### src/rtl/mux_sel_scanner_pkg.sv
// Shared types and constants for the mux select scanner.
// Holds the FSM encoding and the fixed scan geometry.
package mux_sel_scanner_pkg;

  typedef enum logic {
    ST_IDLE = 1'b0,
    ST_SCAN = 1'b1
  } state_t;

  localparam logic [1:0] SEL_LAST = 2'd3;
  localparam int         DATA_W   = 4;

endpackage

### src/rtl/mux_sel_scanner_settle.sv
// Settle timer: counts cycles a select value has been held.
// done marks the last settle cycle; the count then clears itself.
module settle_timer #(
  parameter int SETTLE_CYCLES = 2
) (
  input  logic clk,
  input  logic reset,
  input  logic clear,
  input  logic en,
  output logic done
);

  localparam int CNT_W =
    ($clog2(SETTLE_CYCLES) > 1) ? $clog2(SETTLE_CYCLES) : 1;
  localparam logic [CNT_W-1:0] CNT_LAST = CNT_W'(SETTLE_CYCLES - 1);

  logic [CNT_W-1:0] cnt;

  assign done = (cnt == CNT_LAST);

  // Count up while enabled; restart on clear or after the last cycle.
  always_ff @(posedge clk or posedge reset) begin
    if (reset) begin
      cnt <= '0;
    end else if (clear) begin
      cnt <= '0;
    end else if (en) begin
      if (done) cnt <= '0;
      else      cnt <= cnt + CNT_W'(1);
    end
  end

endmodule

### src/rtl/mux_sel_scanner.sv
// Drives a 4:1 mux through all channels and assembles the samples.
// Single-shot or continuous scans, with start/busy and abort.
module mux_sel_scanner
  import mux_sel_scanner_pkg::*;
#(
  parameter int SETTLE_CYCLES = 2
) (
  input  logic              clk,
  input  logic              reset,
  input  logic              start,
  input  logic              continuous,
  input  logic              abort,
  input  logic              mux_out,
  output logic [1:0]        select,
  output logic              busy,
  output logic [DATA_W-1:0] data,
  output logic              data_valid
);

  state_t            state, state_n;
  logic [1:0]        select_n;
  logic              busy_n;
  logic [DATA_W-1:0] capture, capture_n;
  logic [DATA_W-1:0] data_n;
  logic              valid_n;
  logic              t_clear, t_en, t_done;

  settle_timer #(
    .SETTLE_CYCLES(SETTLE_CYCLES)
  ) u_timer (
    .clk  (clk),
    .reset(reset),
    .clear(t_clear),
    .en   (t_en),
    .done (t_done)
  );

  // Next-state and next-output decode; abort outranks everything.
  always_comb begin
    state_n   = state;
    select_n  = select;
    busy_n    = busy;
    capture_n = capture;
    data_n    = data;
    valid_n   = 1'b0;
    t_clear   = 1'b0;
    t_en      = 1'b0;
    unique case (state)
      ST_IDLE: begin
        select_n = 2'd0;
        t_clear  = 1'b1;
        if (start && !abort) begin
          state_n   = ST_SCAN;
          busy_n    = 1'b1;
          capture_n = '0;
        end
      end
      ST_SCAN: begin
        if (abort) begin
          state_n  = ST_IDLE;
          busy_n   = 1'b0;
          select_n = 2'd0;
          t_clear  = 1'b1;
        end else begin
          t_en = 1'b1;
          if (t_done) begin
            capture_n[select] = mux_out;
            if (select != SEL_LAST) begin
              select_n = select + 2'd1;
            end else begin
              data_n   = {mux_out, capture[2:0]};
              valid_n  = 1'b1;
              select_n = 2'd0;
              if (continuous) begin
                capture_n = '0;
              end else begin
                state_n = ST_IDLE;
                busy_n  = 1'b0;
              end
            end
          end
        end
      end
      default: state_n = ST_IDLE;
    endcase
  end

  // Register FSM state, select lines, samples and outputs.
  always_ff @(posedge clk or posedge reset) begin
    if (reset) begin
      state      <= ST_IDLE;
      select     <= 2'd0;
      busy       <= 1'b0;
      capture    <= '0;
      data       <= '0;
      data_valid <= 1'b0;
    end else begin
      state      <= state_n;
      select     <= select_n;
      busy       <= busy_n;
      capture    <= capture_n;
      data       <= data_n;
      data_valid <= valid_n;
    end
  end

endmodule
### config.mk
export PLATFORM = sky130hd
export DESIGN_NAME = mux_sel_scanner
export DESIGN_NICKNAME = d
export VERILOG_FILES = /design/src/rtl/mux_sel_scanner_pkg.sv /design/src/rtl/mux_sel_scanner_settle.sv /design/src/rtl/mux_sel_scanner.sv
export SDC_FILE = /design/constraint.sdc
export NUM_CORES = 1
export LEC_CHECK = 0
export ABC_AREA = 1
export BUFFER_PORTS_ARGS = -buffer_cell sky130_fd_sc_hd__buf_4
export CORE_ASPECT_RATIO = 1.4
export CORE_UTILIZATION = 30
export CTS_CLUSTER_DIAMETER = 40
export CTS_CLUSTER_SIZE = 30
export DETAILED_ROUTE_END_ITERATION = 7
export PLACE_DENSITY = 0.59
export SYNTH_ARGS = -nofsm -noshare
export SYNTH_HDL_FRONTEND = slang
export SYNTH_HIERARCHICAL = 1
export SYNTH_SLANG_ARGS = --single-unit
### constraint.sdc
create_clock -name clk -period 1.34 [get_ports clk]
set_input_delay 0 -clock clk [delete_from_list [all_inputs] [get_ports clk]]
set_output_delay 0 -clock clk [all_outputs]
set_load 0.005 [all_outputs]
==> flow_summary.json <==
{
  "worst_hold_path_type": "in -> reg",
  "fp.dieArea_um2": 2490,
  "ff_to_ff_end": "capture[1]",
  "finish.instance_area_um2": 860,
  "layout.cells.most_common": "nand2_1",
  "final_period_minus_worst_setup_slack_ps": 1170,
  "die_width_um": 42.5,
  "vias": 542,
  "run_status": "completed",
  "dpl-instance-area_um2": 813,
  "finalWirelength_um": 1160,
  "most-common-layout-cells": "29 x nand2_1, 17 x inv_1, 13 x dfrtp_1, 13 x buf_4, 6 x o21ai_2",
  "maxSlewHeadroom_pct": 68.6,
  "finalSetupViolCount": 0,
  "preCtsSetupSlack_ps": 196,
  "port-buffer-count": 13,
  "ff2ff_path_depth": 6,
  "post_synthesis_cell_area_um2": 688,
  "worst_skew_pair.late_latency_ps": 280,
  "critical_path.endpoint_type": "flip-flop",
  "ff_latch_area_um2": 325,
  "max-clock-path-buffers": 2,
  "net_count_after_synthesis": 92,
  "cts_inserted_buffers": 3,
  "critPathMaxFanout": 4,
  "cp_slowest_cell": "dfrtp_1",
  "finalClockSkew_ps": 6.50,
  "final_layout_net_count": 112,
  "critical_path.cell_chain": "ha_1 -> a21boi_2 -> nand2_1 -> nand2_1 -> nand2_1 -> inv_1",
  "final_critical_path_setup_slack_ps": 174,
  "worstSetupStartpoint": "select[0]",
  "peakVddDrop_v": 0.000485,
  "timing_worst_setup_path_type": "reg -> reg",
  "yosys_warnings": 6,
  "cp_num_buf_inv": 1,
  "place_congestion": 0.710,
  "worstSetupPathDepth": 6,
  "endpoint": "capture[1]",
  "area_of_the_multi_input_gates_um2": 295,
  "initialDrtViolationCount": 6,
  "dpl.hpwl_um": 898,
  "syn_to_final_growth_pct": 24.9,
  "cts_htree_levels": 1,
  "maximum_number_of_pins_on_one_net_before_global_route_repair": 13,
  "worst_slew_pin_slew_ps": 470,
  "globalRouteOverflowTotal": 0,
  "report.final.slew_viol_count": 0,
  "cts.root.buffer_cell": "clkbuf_4",
  "fillCellCount": 244,
  "p_leak_nw": 0.518,
  "clock_sink_total": 13,
  "chipHeight_um": 58.7,
  "detailedRoute.firstPassIterationCount": 4,
  "post_cts_buffers": 0,
  "syn_avg_cell_area_um2": 8.39,
  "maxCapViolCount": 0,
  "grt_pass1_vias": 504,
  "grt_pass1_wl_um": 2010,
  "cts-resized-gates": 0,
  "share_of_post_route_cells_with_drive_strength_above_1_pct": 29.7,
  "routed_wire_length_per_instance_um": 9.40,
  "critical_path.startpoint_type": "flip-flop",
  "drt-vias-per-instance": 4.41,
  "cellPowerDensity_nw_per_um2": 894,
  "post_cts_hold_buffer_count": 2,
  "synth-seq-cells": 13,
  "rsz0062_at_grt": "false",
  "effective_utilization_at_floorplan_pct": 31.6,
  "worstPathArrival_ps": 1380,
  "final_min_period_over_clock_period_pct": 87.0,
  "finalHoldViolCount": 0,
  "timing.fmax_mhz": 858,
  "cp_common_cell": "nand2_1",
  "worst-r2r-setup-slack_ps": 170,
  "drcViolationCount": 0,
  "cp_slowest_stage_delay_ps": 420,
  "cp_data_required_time_ps": 1560,
  "coreArea_um2": 2180,
  "top_level_ports": 14,
  "clkTransAtPathRegs_ps": 90,
  "crit_path_max_delay_family": "flip-flops",
  "finalSetupTns_ps": 0,
  "cts_tree": "yes",
  "antenna_found_initial": 0,
  "syn-instance-count": 82,
  "diodes": 0,
  "r2r-start": "select[0]",
  "ant_nets": 0,
  "globalRouteTotalUtil_pct": 10.9,
  "rows": 20,
  "ys_types": 14,
  "synth-seq-area-share_pct": 47.3
}
==> routing by layer <==
metal  GRT usage, %  part of all wire [%]  vias up
li1               -                     -      278
met2           19.3                    50       13
met1           12.1                    43      247
met4           6.70                   2.3        0
met5              0                     0        -
met3           1.84                   4.1        4
==> tightest hold or removal path, delay by kind of cell <==
kind	cells	cell delay, ps
buffers and inverters	1	80
AND/OR/NAND/NOR	3	160
==> report_power, final <==
group          switching (mW)  internal, mW
clock                   0.132         0.115
sequential             0.0125         0.410
combinational          0.0534        0.0456
total                   0.198         0.571
==> synth_stat cells <==
cell type  instances  share of area [%]
nand2_1           29                 16
nand3b_1           1                1.1
o21ai_0            1               0.73
nand2_2            3                2.7
ha_1               4                7.3
or2_4              1                1.3
nand2_4            1                1.6
inv_1             17                9.3
nor2_1             3                1.6
dfrtp_1           13                 47
a21boi_2           1                1.6
nand3_2            1                1.5
o21ai_2            6                7.6
inv_2              1               0.54
==> flip-flops by register name, summed over array words and instances (netlist names) <==
| name | count |
|---|---|
| state | 1 |
| busy | 1 |
| u_timer/done | 1 |
| select | 2 |
| data_valid | 1 |
| capture | 3 |
| data | 4 |
==> layout make-up <==
class                      count  area share, %
clock buffer                   4           3.06
inverter                      18           7.86
multi-input combinational     51           34.4
sequential                    13           37.8
tap                           22           3.20
timing repair buffer          15           13.7
==> cells by family after synthesis <==
family / share of synthesized area, %
compound gates: 10.0
simple gates: 25.6
flops: 47.3
fa+ha+maj: 7.27
buf+inv: 9.82
==> how the worst min path moves through the flow <==
stage | start | end | slack (ps) | cells after the start
6_report | abort | state | 4 | 4
5_1_grt | abort | state | 30 | 4
3_3_place_gp | reset | u_timer/done | -150 | 2
3_5_place_dp | reset | u_timer/done | -150 | 2
2_1_floorplan | reset | u_timer/done | -270 | 1
4_1_cts | abort | state | 3 | 4
==> per-stage QoR <==
step           hold slack [ps]  std cells  utilization (%)  total power [mW]
6_report                  3.56        123             39.5             0.768
5_1_grt                   29.5        123             39.5             0.810
4_1_cts                   2.94        123             39.5             0.777
3_5_place_dp              -146        117             37.4             0.526
2_1_floorplan             -271         82                -             0.491
3_3_place_gp              -149        117             37.4             0.526
No activity file was read; power rests on OpenSTA's default activity.
